==> src/rtl/mem_port_arbiter.sv <==
// Two-requester arbiter sharing one memory port between fetch and data.
// Alternates grants under contention and counts contention cycles.
module mem_port_arbiter #(
    parameter int CNT_W = 16
) (
    input  logic             clk,
    input  logic             rst,
    input  logic             imem_read,
    input  logic [31:0]      imem_address,
    output logic [31:0]      imem_rdata,
    output logic             imem_resp,
    input  logic             dmem_read,
    input  logic             dmem_write,
    input  logic [31:0]      dmem_address,
    input  logic [31:0]      dmem_wdata,
    input  logic [3:0]       dmem_byte_enable,
    output logic [31:0]      dmem_rdata,
    output logic             dmem_resp,
    output logic             pmem_read,
    output logic             pmem_write,
    output logic [31:0]      pmem_address,
    output logic [31:0]      pmem_wdata,
    output logic [3:0]       pmem_byte_enable,
    input  logic [31:0]      pmem_rdata,
    input  logic             pmem_resp,
    output logic [CNT_W-1:0] arb_conflicts
);

    localparam logic [1:0] IDLE    = 2'd0;
    localparam logic [1:0] SERVE_I = 2'd1;
    localparam logic [1:0] SERVE_D = 2'd2;

    logic [1:0]  state;
    logic        last_grant_d;
    logic [31:0] req_addr;
    logic [31:0] req_wdata;
    logic [3:0]  req_be;
    logic        req_write;

    logic d_pend;
    logic i_pend;
    logic conflict;
    logic grant_d;
    logic grant_i;
    logic serving;

    always_comb begin
        d_pend   = dmem_read | dmem_write;
        i_pend   = imem_read;
        conflict = (state == IDLE) & d_pend & i_pend;
        // Data wins unless fetch is also pending and data took the last grant
        grant_d  = d_pend & (~i_pend | ~last_grant_d);
        grant_i  = i_pend & ~grant_d;
    end

    always_ff @(posedge clk) begin
        if (rst) begin
            state         <= IDLE;
            last_grant_d  <= 1'b0;
            req_addr      <= '0;
            req_wdata     <= '0;
            req_be        <= '0;
            req_write     <= 1'b0;
            arb_conflicts <= '0;
        end else begin
            if (conflict && !(&arb_conflicts))
                arb_conflicts <= arb_conflicts + CNT_W'(1);
            unique case (state)
                IDLE: begin
                    if (grant_d) begin
                        state        <= SERVE_D;
                        last_grant_d <= 1'b1;
                        req_addr     <= dmem_address & 32'hFFFF_FFFC;
                        req_wdata    <= dmem_wdata;
                        req_be       <= dmem_write ? dmem_byte_enable : 4'b1111;
                        req_write    <= dmem_write;
                    end else if (grant_i) begin
                        state        <= SERVE_I;
                        last_grant_d <= 1'b0;
                        req_addr     <= imem_address & 32'hFFFF_FFFC;
                        req_wdata    <= '0;
                        req_be       <= 4'b1111;
                        req_write    <= 1'b0;
                    end
                end
                SERVE_I, SERVE_D: begin
                    if (pmem_resp)
                        state <= IDLE;
                end
                default: state <= IDLE;
            endcase
        end
    end

    always_comb begin
        serving          = (state == SERVE_I) | (state == SERVE_D);
        pmem_read        = serving & ~req_write;
        pmem_write       = serving & req_write;
        pmem_address     = req_addr;
        pmem_wdata       = req_wdata;
        pmem_byte_enable = req_be;
        imem_resp        = (state == SERVE_I) & pmem_resp;
        dmem_resp        = (state == SERVE_D) & pmem_resp;
        imem_rdata       = imem_resp ? pmem_rdata : '0;
        dmem_rdata       = dmem_resp ? pmem_rdata : '0;
    end

endmodule

==> config.mk <==
export PLATFORM = sky130hd
export DESIGN_NAME = mem_port_arbiter
export DESIGN_NICKNAME = d
export VERILOG_FILES = /design/src/rtl/mem_port_arbiter.sv
export SDC_FILE = /design/constraint.sdc
export NUM_CORES = 1
export LEC_CHECK = 0
export ABC_CLOCK_PERIOD_IN_PS = 3900
export BUFFER_PORTS_ARGS = -buffer_cell sky130_fd_sc_hd__buf_2
export CAP_MARGIN = 15
export CORE_AREA = 4 4 110 112
export DETAILED_ROUTE_END_ITERATION = 12
export DIE_AREA = 0 0 114 116
export HOLD_SLACK_MARGIN = 0.1
export PLACE_DENSITY_LB_ADDON = 0.08
export SLEW_MARGIN = 20
export SYNTH_ARGS = -nofsm -noshare
export SYNTH_HDL_FRONTEND = slang
export SYNTH_SLANG_ARGS = --single-unit
==> constraint.sdc <==
create_clock -name clk -period 3.9 [get_ports clk]
set_input_delay 0.78 -clock clk [delete_from_list [all_inputs] [get_ports clk]]
set_output_delay 0.78 -clock clk [all_outputs]
set_load 0.02 [all_outputs]
==> reports/metrics.yaml, run 1 <==
comb_power_share: 0.298
hold_buffers: 0
cts_setup_buffers: 0
synth-main-ff-cell: "dfxtp_1"
register_area_um2: 1720
grt_max_degree: 68
portBuffers: 283
synthTopCellsByArea: "dfxtp_1, and3_1, nor2_1"
clock_skew_ns: 0.00980
syn_to_final_growth_pct: 45.5
htreeDepth: 3
cts_buffers: 9
antenna_left: 0
cts_root_buffer: "clkbuf_16"
first_global_vias: 4225
startpoint_type: "register"
yosys.area.top_type_share: 0.430
ys_seq_area_frac: 0.430
routed_wl_mm: 14.4
track_usage: 0.203
swShare: 0.336
hpwl_mm: 10.7
power.share.clock: 0.320
multi_input_area_um2: 2110
synth-async-reset-ratio: 0
die_width_um: 114
cap_violations: 0
die_y_um: 116
num-fill-cells: 1127
run_status: "completed"
cp_max_fo: 33
syn_inst: 502
synth_area_um2: 4000
ys_types: 38
power_mw: 2.73
via_count: 4647
clock-sinks: 86
first_pass_iters: 4
finalNetCount: 901
drive_gt1_frac: 0.412
cts_buffer_depth: 2
start_util: 0.357
path_class: "reg2out"
max_slew_margin: 0.389
crit_arrival_ns: 1.93
core_um2: 11200
intPower_mw: 1.81
num_rows: 39
cts_tree: "built"
end_kind: "primary output"
insertion_delay_ns: 0.34
grt_pass1_wl_mm: 21.6
final.period_utilization: 0.694
grt_setup_unrepaired: "no"
wl_per_cell_um: 15.8
worst_slew_pin_slew_ns: 0.913
ys_ff_latch: 86
pin_count: 290
syn_area_per_cell_um2: 7.97
cts-resized-gates: 0
finalSetupViolCount: 0
overflow: 0
gp_congestion: 0.770
grt_antenna_before_repair: 1
final_cell_mix: "buf_2, dfxtp_1, nor2_1, and3_1, nand2_1"
worst_ep_required_time_ns: 3.12
netlist.top_cell.by_area: "dfxtp_1"
p_seq_frac: 0.382
avgViaCountPerCell: 5.12
switchingPower_mw: 0.919
drv_slew: 0
p_leak_nw: 3.19
clk_pin_slew_worst_paths_ns: 0.06
drcViolationCount: 0
synth-edff-count: 0
powerDensity_nw_per_um2: 469
layout_commonest_cell: "buf_2"
vdd_drop_max_mv: 0.263
first_iter_violations: 276
maxClockFrequency_mhz: 369
hold_viol: 0
dieArea_um2: 13200
finalSetupTns_ns: 0
hold_path.class: "reg2reg"
min_period_ns: 2.71
yosysWarnings: 0
-- worst paths after layout --
kind | start | end | slack, ns | cells past startpoint
worst max-delay path | state[0]$_SDFFE_PP0P_ | dmem_rdata[6] | 1.19 | 4
worst max register to register | state[0]$_SDFFE_PP0P_ | arb_conflicts[15]$_SDFFE_PP0P_ | 1.34 | 6
worst min-delay path | req_write$_SDFFE_PP0P_ | req_write$_SDFFE_PP0P_ | 0.48 | 2
worst min register to register | req_write$_SDFFE_PP0P_ | req_write$_SDFFE_PP0P_ | 0.48 | 2
-- cell families after synthesis --
family                   Yosys count  synth area share
buffers and inverters             52            0.0516
other                              1          0.000937
AO/OA/AOI/OAI                     96             0.180
AND/OR/NAND/NOR                  259             0.313
flip-flops                        86             0.430
adder cells (fa/ha/maj)            4            0.0125
multiplexers                       4            0.0113
-- metrics by stage --
stage	setup WS [ns]	hold slack (ns)	cells	util	cell area [um^2]
after floorplan	1.63	0.445	503	-	4010
after global placement	1.18	0.454	891	0.492	5520
after detailed placement	1.13	0.473	891	0.492	5520
after CTS	1.16	0.481	907	0.519	5820
after global routing	1.01	0.502	907	0.519	5820
final	1.19	0.481	908	0.519	5820
-- cell usage after synthesis, types with 3 or more instances --
cell and count:
nor3_1 5, a311oi_1 30, nand4_1 6, nand2_1 65, nand3_1 7, o31ai_1 6, dfxtp_1 86, ha_1 4
nor4_1 4, a22oi_1 34, mux2_2 4, inv_1 5, a211oi_1 3, a21oi_1 12, nor2b_1 6, or3_1 4
or4_1 4, nor2_1 83, and2_1 3, and3_1 66, o21ai_0 4, clkbuf_1 42
-- worst max-delay path: stages (launching register included) --
cell,delay (ns)
dfxtp_1,0.33
inv_1,0.08
ha_1,0.74
and3_1,0.27
buf_2,0.18
-- registers in the layout, summed over array words and instances (netlist names) --
| name | cells |
|---|---|
| arb_conflicts | 16 |
| last_grant_d | 1 |
| pmem_address | 30 |
| pmem_byte_enable | 4 |
| pmem_wdata | 32 |
| req_write | 1 |
| state | 2 |
-- power by group through the flow --
| stage | Sequential, mW | Combinational, mW | Clock [mW] |
|---|---|---|---|
| final | 1.04 | 0.814 | 0.873 |
| after global routing | 1.06 | 0.896 | 0.937 |
| after CTS | 1.05 | 0.823 | 0.905 |
| after detailed placement | 1.06 | 0.822 | 0 |
| after global placement | 1.06 | 0.805 | 0 |
| after floorplan | 1.19 | 0.387 | 0 |
-- cell type report --
cell class,count,area share
inverters,5,0.00322
flip-flops and latches,86,0.296
diodes,1,0.000430
clock inverters,2,0.00666
repair buffers,292,0.255
multi-input cells,365,0.363
well taps,143,0.0307
clock buffers,14,0.0453
-- layer usage --
layer | vias up | track usage | share of wire
met5 | - | 0 | 0.0013
met4 | 2 | 0.0776 | 0.013
met3 | 16 | 0.0554 | 0.083
met2 | 185 | 0.350 | 0.51
met1 | 2132 | 0.240 | 0.39
li1 | 2312 | - | -
(Power assumes the default switching activity.)
==> inputs of run 2 (changes only) <==
--- a/config.mk
+++ b/config.mk
@@ -5,7 +5,7 @@
 export SDC_FILE = /design/constraint.sdc
 export NUM_CORES = 1
 export LEC_CHECK = 0
-export ABC_CLOCK_PERIOD_IN_PS = 3900
+export ABC_CLOCK_PERIOD_IN_PS = 2500
 export BUFFER_PORTS_ARGS = -buffer_cell sky130_fd_sc_hd__buf_2
 export CAP_MARGIN = 15
 export CORE_AREA = 4 4 110 112
==> constraint.sdc (replaced) <==
create_clock -name clk -period 2.5 [get_ports clk]
set_input_delay 0.5 -clock clk [delete_from_list [all_inputs] [get_ports clk]]
set_output_delay 0.5 -clock clk [all_outputs]
set_load 0.02 [all_outputs]
==> reports/metrics.yaml, run 2 (synthesized netlist as in run 1, its figures left out) <==
run_status: "completed"
hold_path.class: "in2reg"
routed_wl_mm: 14.2  # -1.5%
largest_reg_flops: 32  # unchanged
p_leak_nw: 3.23  # +1.1%
die_y_um: 116  # unchanged
startpoint_type: "register"
hold_viol: 0  # unchanged
switchingPower_mw: 1.46  # +59%
intPower_mw: 2.92  # +61%
met3WireLength_mm: 1.16  # -2.7%
wl_per_cell_um: 15.5  # -1.8%
finalNetCount: 904  # +0.33%
hold_buffers: 0  # unchanged
pin_count: 290  # unchanged
timing.rr.start: "state[0]$_SDFFE_PP0P_"
gp_congestion: 0.770  # about the same
wl_met1_mm: 5.59  # -1.4%
top_layer_used: "met4"
track_usage: 0.198  # -0.00495
first_global_vias: 4183  # -0.99%
worst_slew_pin_slew_ns: 0.504  # -0.409 ns
crit_arrival_ns: 2.46  # +0.53 ns
grt_antenna_before_repair: 1  # unchanged
die_width_um: 114  # unchanged
wl_met2_mm: 7.28  # -0.29%
drive_gt1_frac: 0.420  # +0.00751
first_iter_violations: 257  # -6.9%
num_rows: 39  # unchanged
stdcell_area_um2: 5910  # +1.6%
final.period_utilization: 0.876
cts_root_buffer: "clkbuf_16"
via_count: 4637  # -0.22%
portBuffers: 283  # unchanged
worst_ep_required_time_ns: 2.76  # -0.36 ns
fin_cells: 911  # +0.33%
end_kind: "register"
finalSetupViolCount: 0  # unchanged
clock_skew_ns: 0.00903  # -0.000767 ns
avgViaCountPerCell: 5.09  # -0.54%
cts_buffer_depth: 2  # unchanged
startpoint: "state[0]$_SDFFE_PP0P_"
start_util: 0.357  # unchanged
dieArea_um2: 13200  # unchanged
power.share.clock: 0.336  # +0.016
antenna_left: 0  # unchanged
grt_pass1_wl_mm: 21.1  # -2.3%
cts_setup_buffers: 0  # unchanged
drv_slew: 0  # unchanged
grt_setup_unrepaired: "no"
vdd_drop_max_mv: 0.381  # +45%
placed_cell_area_um2: 5580  # +1.1%
path_class: "reg2reg"
cts_tree: "built"
powerDensity_nw_per_um2: 741  # +58%
grt_max_degree: 65  # -4.4%
layout_commonest_cell: "buf_2"
hpwl_mm: 10.6  # -1.2%
htreeDepth: 3  # unchanged
max_slew_margin: 0.664  # +0.275
cts-resized-gates: 0  # unchanged
clk_pin_slew_worst_paths_ns: 0.07  # about the same
drcViolationCount: 0  # unchanged
finalSetupTns_ns: 0  # unchanged
final_cell_mix: "buf_2, dfxtp_1, nor2_1, and3_1, nand2_1"
overflow: 0  # unchanged
p_seq_frac: 0.372  # -0.010
core_um2: 11200  # unchanged
cts_buffers: 9  # unchanged
first_pass_iters: 4  # unchanged
maxClockFrequency_mhz: 457
comb_power_share: 0.293  # -0.005
clock-sinks: 86  # unchanged
insertion_delay_ns: 0.34  # about the same
syn_to_final_growth_pct: 47.8
swShare: 0.334  # -0.00226
holdCritStartpoint: "dmem_wdata[9]"
dp.cells: 894  # +0.34%
cap_violations: 0  # unchanged
min_period_ns: 2.19
cp_max_fo: 6  # -82%
==> run 2: cell types whose count changed in the layout (fill, tap and decap cells not counted), sizes merged <==
cell      previous run  this run
bufinv               1         2
buf                292       295
clkinvlp             0         2
clkinv               0         1
clkbuf              14        10
==> run 2: path summary, 6_finish.rpt <==
kind	end	slack (ns)	cells past startpoint
worst max register to register	arb_conflicts[15]$_SDFFE_PP0P_	0.31	6
worst max-delay path	arb_conflicts[15]$_SDFFE_PP0P_	0.31	6
worst min-delay path	pmem_wdata[9]$_SDFFE_PP0P_	0.41	3
worst min register to register	req_write$_SDFFE_PP0P_	0.47	2
==> run 2: power by group through the flow <==
stage / sequential [mW] / combinational (mW) / clock, mW
finish: 1.63 / 1.28 / 1.47
global route: 1.65 / 1.40 / 1.57
CTS: 1.63 / 1.30 / 1.51
detailed placement: 1.66 / 1.30 / 0
global placement: 1.65 / 1.28 / 0
floorplan: 1.86 / 0.604 / 0
==> run 2: worst max-delay path: stages (launching register included) <==
cell	delay (ns)
dfxtp_1	0.33
inv_1	0.09
ha_1	0.31
o211ai_1	0.17
or4_4	0.60
or4_1	0.48
a21oi_1	0.14
==> run 2: area by class of cell <==
type	instances	area, um^2
multi-input cells	365	2120
repair buffers	295	1540
diodes	1	2.50
inverters	5	18.8
clock inverters	6	92.6
flip-flops and latches	86	1720
well taps	143	179
fillers	1090	5310
clock buffers	10	239
==> run 2: per-layer routing <==
| layer | up-vias | global-route usage |
|---|---|---|
| met2 | 182 | 0.357 |
| met1 | 2127 | 0.225 |
| met4 | 0 | 0.0625 |
| li1 | 2320 | - |
| met3 | 8 | 0.0564 |
| met5 | - | 0 |
==> run 2: metrics by stage <==
stage                     hold slack [ns]  utilization  setup slack, ns  power, mW
final                               0.409        0.527            0.309       4.38
after global routing                0.410        0.527            0.188       4.63
after CTS                           0.396        0.527           0.0827       4.44
after detailed placement            0.460        0.497            0.325       2.95
after global placement              0.456        0.497            0.362       2.93
after floorplan                     0.445            -            0.493       2.46
